===== config.mk =====
export PLATFORM = sky130hd
export DESIGN_NAME = fifo_multichannel_drain_flat
export DESIGN_NICKNAME = d
export VERILOG_FILES = /design/src/rtl/fifo_multichannel_drain_if.sv /design/src/rtl/fifo_multichannel_drain.sv /design/src/flat_wrapper.sv
export SDC_FILE = /design/constraint.sdc
export NUM_CORES = 2
export LEC_CHECK = 0
export BUFFER_PORTS_ARGS = -buffer_cell sky130_fd_sc_hd__buf_4
export CAP_MARGIN = 10
export CORE_AREA = 2 2 707 709
export CTS_CLUSTER_DIAMETER = 100
export DETAILED_ROUTE_END_ITERATION = 8
export DIE_AREA = 0 0 709 711
export GPL_ROUTABILITY_DRIVEN = 1
export GPL_TIMING_DRIVEN = 1
export PLACE_DENSITY = 0.3
export SYNTH_ARGS = -nofsm -noshare
export SYNTH_HDL_FRONTEND = slang
export SYNTH_SLANG_ARGS = --single-unit
export TNS_END_PERCENT = 20

===== constraint.sdc =====
create_clock -name clk -period 10.3 [get_ports clk]
set_input_delay 2.06 -clock clk [delete_from_list [all_inputs] [get_ports clk]]
set_output_delay 2.06 -clock clk [all_outputs]
set_load 0.05 [all_outputs]

===== src/rtl/fifo_multichannel_drain_if.sv =====
// Stream bundle between the per-channel FWFT FIFO read ports, the drain arbiter
// and the downstream readout stage. master = arbiter side, slave = environment side.
interface fifo_multichannel_drain_if #(
  parameter int RAM_WIDTH = 32,
  parameter int FIFOS_CNT = 50
);
  localparam int CH_W = $clog2(FIFOS_CNT);

  logic [FIFOS_CNT-1:0]           i_rd_valid_channels;
  logic [FIFOS_CNT*RAM_WIDTH-1:0] i_rd_data_channels;
  logic [FIFOS_CNT-1:0]           i_empty_next_channels;
  logic [FIFOS_CNT-1:0]           o_rd_en_channels;
  logic                           o_valid;
  logic [RAM_WIDTH-1:0]           o_data;
  logic [CH_W-1:0]                o_channel;
  logic                           o_last;
  logic                           i_ready;

  modport master (
    input  i_rd_valid_channels, i_rd_data_channels, i_empty_next_channels, i_ready,
    output o_rd_en_channels, o_valid, o_data, o_channel, o_last
  );

  modport slave (
    output i_rd_valid_channels, i_rd_data_channels, i_empty_next_channels, i_ready,
    input  o_rd_en_channels, o_valid, o_data, o_channel, o_last
  );
endinterface


===== src/rtl/fifo_multichannel_drain.sv =====
// Round-robin burst drain of multichannel FWFT FIFOs onto one valid/ready stream.
// Optional macro FIFO_DRAIN_CHANNEL_MASK_EN adds i_enable_channels to gate channel eligibility.
module fifo_multichannel_drain #(
  parameter int RAM_WIDTH = 32,
  parameter int FIFOS_CNT = 50,
  parameter int MAX_BURST = 16
) (
  input  logic                     clk,
  input  logic                     rst_n,
`ifdef FIFO_DRAIN_CHANNEL_MASK_EN
  input  logic [FIFOS_CNT-1:0]     i_enable_channels,
`endif
  fifo_multichannel_drain_if.master drain
);

  localparam int CH_W  = $clog2(FIFOS_CNT);
  localparam int CNT_W = $clog2(MAX_BURST) + 1;
  localparam logic [CH_W-1:0]  LAST_CH  = CH_W'(FIFOS_CNT - 1);
  localparam logic [CNT_W-1:0] LAST_CNT = CNT_W'(MAX_BURST - 1);

  typedef enum logic {
    S_SCAN  = 1'b0,
    S_BURST = 1'b1
  } state_t;

  state_t               r_state;
  state_t               w_state_next;
  logic [CH_W-1:0]      r_rr_ptr;
  logic [CH_W-1:0]      r_grant;
  logic [CNT_W-1:0]     r_cnt;

  logic                 r_valid;
  logic [RAM_WIDTH-1:0] r_data;
  logic [CH_W-1:0]      r_channel;
  logic                 r_last;

  logic [RAM_WIDTH-1:0] w_heads [FIFOS_CNT];
  logic [FIFOS_CNT-1:0] w_eligible;
  logic [FIFOS_CNT-1:0] w_rd_en;
  logic [CH_W-1:0]      w_scan_ch;
  logic [CH_W-1:0]      w_next_ptr;
  logic                 w_found;
  logic                 w_load_en;
  logic                 w_head_valid;
  logic                 w_pop;
  logic                 w_last_word;
  logic                 w_burst_end;
  int                   w_idx;

  generate
    for (genvar gi = 0; gi < FIFOS_CNT; gi++) begin : g_head
      assign w_heads[gi] = drain.i_rd_data_channels[gi*RAM_WIDTH +: RAM_WIDTH];
    end
  endgenerate

`ifdef FIFO_DRAIN_CHANNEL_MASK_EN
  // The mask only gates new grants; an ongoing burst follows the FIFO valid alone.
  assign w_eligible = drain.i_rd_valid_channels & i_enable_channels;
`else
  assign w_eligible = drain.i_rd_valid_channels;
`endif

  // First eligible channel at or above rr_ptr, wrapping past the top channel.
  always_comb begin
    w_found   = 1'b0;
    w_scan_ch = '0;
    w_idx     = 0;
    for (int i = 0; i < FIFOS_CNT; i++) begin
      w_idx = int'(r_rr_ptr) + i;
      if (w_idx >= FIFOS_CNT) w_idx = w_idx - FIFOS_CNT;
      if (!w_found && w_eligible[CH_W'(w_idx)]) begin
        w_found   = 1'b1;
        w_scan_ch = CH_W'(w_idx);
      end
    end
  end

  assign w_load_en    = !r_valid || drain.i_ready;
  assign w_head_valid = drain.i_rd_valid_channels[r_grant];
  assign w_pop        = (r_state == S_BURST) && w_head_valid && w_load_en;
  assign w_last_word  = (r_cnt == LAST_CNT) || drain.i_empty_next_channels[r_grant];
  // A burst ends on its last pop, or when the granted head vanishes while we could load.
  assign w_burst_end  = (r_state == S_BURST) && w_load_en && (!w_head_valid || w_last_word);
  assign w_next_ptr   = (r_grant == LAST_CH) ? '0 : r_grant + 1'b1;

  always_comb begin
    w_rd_en = '0;
    if (w_pop) w_rd_en[r_grant] = 1'b1;
  end

  always_comb begin
    w_state_next = r_state;
    case (r_state)
      S_SCAN:  if (w_found) w_state_next = S_BURST;
      S_BURST: if (w_burst_end) w_state_next = S_SCAN;
      default: w_state_next = S_SCAN;
    endcase
  end

  always_ff @(posedge clk or negedge rst_n) begin
    if (!rst_n) begin
      r_state  <= S_SCAN;
      r_rr_ptr <= '0;
      r_grant  <= '0;
      r_cnt    <= '0;
    end else begin
      r_state <= w_state_next;
      if (r_state == S_SCAN && w_found) begin
        r_grant <= w_scan_ch;
        r_cnt   <= '0;
      end
      if (w_pop) r_cnt <= r_cnt + 1'b1;
      if (w_burst_end) r_rr_ptr <= w_next_ptr;
    end
  end

  always_ff @(posedge clk or negedge rst_n) begin
    if (!rst_n) begin
      r_valid   <= 1'b0;
      r_data    <= '0;
      r_channel <= '0;
      r_last    <= 1'b0;
    end else if (w_pop) begin
      r_valid   <= 1'b1;
      r_data    <= w_heads[r_grant];
      r_channel <= r_grant;
      r_last    <= w_last_word;
    end else if (drain.i_ready) begin
      r_valid   <= 1'b0;
    end
  end

  assign drain.o_rd_en_channels = w_rd_en;
  assign drain.o_valid          = r_valid;
  assign drain.o_data           = r_data;
  assign drain.o_channel        = r_channel;
  assign drain.o_last           = r_last;

endmodule


===== src/flat_wrapper.sv =====
// flat-port wrapper written by rule: the top's interface ports become plain ports
module fifo_multichannel_drain_flat 
#(
  parameter int RAM_WIDTH = 32,
  parameter int FIFOS_CNT = 50,
  parameter int MAX_BURST = 16
)
  (clk, rst_n, drain_i_rd_valid_channels, drain_i_rd_data_channels, drain_i_empty_next_channels, drain_i_ready, drain_o_rd_en_channels, drain_o_valid, drain_o_data, drain_o_channel, drain_o_last);
  fifo_multichannel_drain_if #(.RAM_WIDTH(RAM_WIDTH), .FIFOS_CNT(FIFOS_CNT)) drain_i ();
  input  logic clk;
  input  logic rst_n;
  input wire logic [$bits(drain_i.i_rd_valid_channels)-1:0] drain_i_rd_valid_channels;
  input wire logic [$bits(drain_i.i_rd_data_channels)-1:0] drain_i_rd_data_channels;
  input wire logic [$bits(drain_i.i_empty_next_channels)-1:0] drain_i_empty_next_channels;
  input wire logic [$bits(drain_i.i_ready)-1:0] drain_i_ready;
  output wire logic [$bits(drain_i.o_rd_en_channels)-1:0] drain_o_rd_en_channels;
  output wire logic [$bits(drain_i.o_valid)-1:0] drain_o_valid;
  output wire logic [$bits(drain_i.o_data)-1:0] drain_o_data;
  output wire logic [$bits(drain_i.o_channel)-1:0] drain_o_channel;
  output wire logic [$bits(drain_i.o_last)-1:0] drain_o_last;
  assign drain_i.i_rd_valid_channels = drain_i_rd_valid_channels;
  assign drain_i.i_rd_data_channels = drain_i_rd_data_channels;
  assign drain_i.i_empty_next_channels = drain_i_empty_next_channels;
  assign drain_i.i_ready = drain_i_ready;
  assign drain_o_rd_en_channels = drain_i.o_rd_en_channels;
  assign drain_o_valid = drain_i.o_valid;
  assign drain_o_data = drain_i.o_data;
  assign drain_o_channel = drain_i.o_channel;
  assign drain_o_last = drain_i.o_last;
  fifo_multichannel_drain #(.RAM_WIDTH(RAM_WIDTH), .FIFOS_CNT(FIFOS_CNT), .MAX_BURST(MAX_BURST)) u_core (.clk(clk), .rst_n(rst_n), .drain(drain_i));
endmodule

==> results.py <==
metrics = {
    "status": {
        "status": "finished, violations left",
        "failed_checks": "capacitance limit",
    },
    "yosys": {
        "synth-simple-area-share_pct": 21.80,
        "synth_edf_count": 0,
        "synth_area_per_cell_um2": 7.037,
        "ys_async_sr_fraction_pct": 100.0,
        "yosysWarnings": 0,
        "synth_area_leaders": "mux4_2 (9.0%), a22oi_1 (8.9%), mux2i_1 (7.9%), a21oi_1 (5.3%), nand2_1 (4.8%)",
        "synth_ff_type": "dfrtp_1",
        "synth_seq_cells": 58,
        "yosys.area.top_type": "mux4_2",
        "synthAdderAreaFrac_pct": 1.104,
        "synth_top_area_share_pct": 8.992,
        "synth_top_family_by_area": "compound AO/OA/AOI/OAI gates",
        "seq_area_frac_synth_pct": 3.369,
        "yosysMostFrequentCell": "nand2_1",
        "synth_compound_area_share_pct": 43.00,
        "synthXorXnorAreaFrac_pct": 3.741,
        "synth_fp_nets": 7863,
        "syn_inst": 6122,
        "syn_area_mm2": 0.04308,
        "synth_cell_types": 137,
        "yosys-top-cells-count": "nand2_1 (549), a22oi_1 (510), nor2_1 (495)",
        "synth_mux_area_share_pct": 20.06,
    },
    "placed_design": {
        "placed_cells": 14490,
        "gp_congestion": 0.9969,
        "portBuffers": 1792,
        "dp_hpwl_um": 587700,
        "place_ws_ns": 1.486,
    },
    "grt": {
        "grtUsageTotal_pct": 26.02,
        "grt_max_degree": 123,
        "antenna_found_initial": 314,
        "grt_overflow_total": 0,
        "grt_pass1_wl_um": 834100,
        "grt_pass1_vias": 64160,
    },
    "timing": {
        "slew_headroom_pct": 0.7903,
        "final.setup_skew_ns": 0.02300,
        "final_hold_viol_count": 0,
        "drv_slew": 0,
        "tightest_slew_ns": 1.475,
        "setup_viol": 0,
        "rsz0062_at_grt": "false",
        "timing.final.crit_share_pct": 87.07,
        "finalSetupTns_ns": 0,
        "min_period_ns": 8.968,
        "clock.fmax_mhz": 111.5,
        "worst_slack_ns": 1.332,
    },
    "routing": {
        "drc": 0,
        "via_per_inst": 4.679,
        "first_pass_iters": 6,
        "routed_wl_um": 690500,
        "drtIter0Drc": 9906,
        "vias": 69170,
        "wl_per_cell_um": 46.71,
        "antenna_left": 0,
    },
    "cts": {
        "clock_latency_ns": 0.42,
        "cts_hold_buf": 0,
        "htree_levels": 3,
        "cts_tree": "yes",
        "cts.sinks": 58,
        "ctsLongestPathBuffers": 2,
        "post_cts_resize_count": 0,
        "path_clk_slew_ns": 0.08,
        "cts_inserted_buffers": 9,
        "clock_tree.root_cell": "clkbuf_16",
        "post_cts_buffers": 0,
    },
    "critical_path": {
        "cp_common_cell": "nor4_1",
        "required_ns": 10.59,
        "crit_chain": "inv_2 > buf_4 > ha_1 > a21boi_2 > mux2_2 > a2111oi_2 > o32a_1 > mux4_2 > nor2_1 > a2111oi_2 > a211oi_1 > buf_4 > nor2_1 > and3_1 > nor4_1 > nand3_1 > nor4_1 > nand4_1 > nor4_1 > a22oi_1 > mux2_2",
        "critPathMaxFanout": 36,
        "cp_slowest_cell": "ha_1",
        "start_kind": "flip-flop",
        "worstSetupPathType": "flip-flop to flip-flop",
        "slowest_delay_ns": 1.00,
        "arrival_ns": 9.26,
        "worstSetupEndpointType": "flip-flop",
    },
    "pwr": {
        "ir_worst_vdd_v": 0.0003043,
        "p_per_area_mw_per_mm2": 592.0,
        "p_leak_nw": 25.16,
        "design_power_total_mw": 40.32,
    },
    "floorplanning": {
        "dieArea_mm2": 0.5041,
        "die_y_um": 711,
        "io_pins": 1793,
        "start_util_pct": 8.683,
        "rows": 259,
        "die_x_um": 709,
        "coreArea_mm2": 0.4961,
    },
    "finish": {
        "final_nets": 9585,
        "fillers": 57780,
        "layoutNonFillerInstCount": 14780,
        "area_growth_pct": 58.09,
        "drive_gt1_share_pct": 37.01,
        "finish.utilization_pct": 13.73,
    },
    "hold_path": {
        "hp-class": "flip-flop to flip-flop",
    },
    "flow_run": {
        "cap_violations": 1,
    },
}
## report_power, final
group          switching, mW  leakage, nW  total [mW]  internal (mW)
Clock                  0.174        0.158       0.388          0.214
Combinational           27.4         24.3        39.3           11.9
Sequential             0.279        0.725       0.617          0.338
## cell families after synthesis
family | count (synthesis)
and+or+nand+nor | 1941
buffers and inverters | 703
xor gates and xnor gates | 169
DFF | 58
adders and majority gates | 38
muxes | 626
AOI/OAI and AO/OA | 2587
## final timing paths
kind                                      startpoint                         to  slack (ns)  cells after the start
setup / recovery                  u_core.r_rr_ptr[1]          u_core.r_grant[0]        1.33                     21
hold / removal             u_core.drain.o_channel[3]  u_core.drain.o_channel[3]        0.48                      2
setup reg to reg                  u_core.r_rr_ptr[1]          u_core.r_grant[0]        1.33                     21
hold reg to reg            u_core.drain.o_channel[3]  u_core.drain.o_channel[3]        0.48                      2
max in group asynchronous                      rst_n    u_core.drain.o_data[10]        7.48                      2
min in group asynchronous                      rst_n          u_core.r_grant[0]        1.57                      1
## state kept, by name, indices dropped and copies added (netlist names)
register                cells
u_core.r_grant              6
u_core.drain.o_data        32
u_core.r_cnt                5
u_core.r_state              1
u_core.r_rr_ptr             6
u_core.drain.o_valid        1
u_core.drain.o_channel      6
u_core.drain.o_last         1
## area by class of cell
class,instances,area (µm²),area share [%]
multi-input combinational,5361,39350,57.77
timing repair buffer,2327,17590,25.83
tap,6655,8327,12.23
sequential,58,1486,2.183
antenna,278,695.7,1.022
inverter,87,326.6,0.4795
clock buffer,9,225.2,0.3307
clock inverter,7,102.6,0.1507
## per-layer routing
metal | global-route usage, % | part of all wire (%) | vias to the layer above
met5 | 0 | 0.11 | -
li1 | - | - | 28340
met2 | 43.61 | 47 | 4803
met1 | 31.02 | 39 | 35030
met4 | 10.56 | 5.2 | 114
met3 | 7.434 | 9.4 | 879
## critical path: cells and delay by family (launching register included)
kind	cells	cell delay (ns)
AND/OR/NAND/NOR	8	2.70
multiplexers	3	1.34
buffers and inverters	3	0.85
adder cells (fa/ha/maj)	1	1.00
AO/OA/AOI/OAI	6	2.12
flip-flops	1	0.71
## metrics by stage
stage               hold slack (ns)  area (µm²)
floorplan                    0.4711       43080
global placement             0.4672       67040
detailed placement           0.4693       67040
CTS                          0.4877       67370
global route                 0.5155       67890
finish                       0.4829       68100
## cell usage in the layout (no fill, tap or decap), types with 34 or more instances in the layout
master / instances
mux4_2: 172
nor3_1: 149
inv_1: 77
nand2_1: 548
o21ai_0: 324
a22oi_1: 497
dfrtp_1: 46
nand3_1: 180
o21ai_1: 34
a311oi_1: 39
a211oi_1: 113
a31oi_1: 117
diode_2: 278
a221oi_1: 147
buf_4: 2316
a2111oi_0: 51
nand2b_1: 48
o22ai_1: 53
and2_1: 44
mux2i_1: 327
a22o_1: 110
nor4_1: 50
nor2_1: 491
o211ai_1: 106
mux2_2: 99
and3_1: 51
o31ai_1: 45
nor2b_1: 46
nand4_1: 121
o221ai_1: 34
xnor2_1: 137
a21oi_1: 438
or3_1: 43
Power figures use the tool's default switching activity.
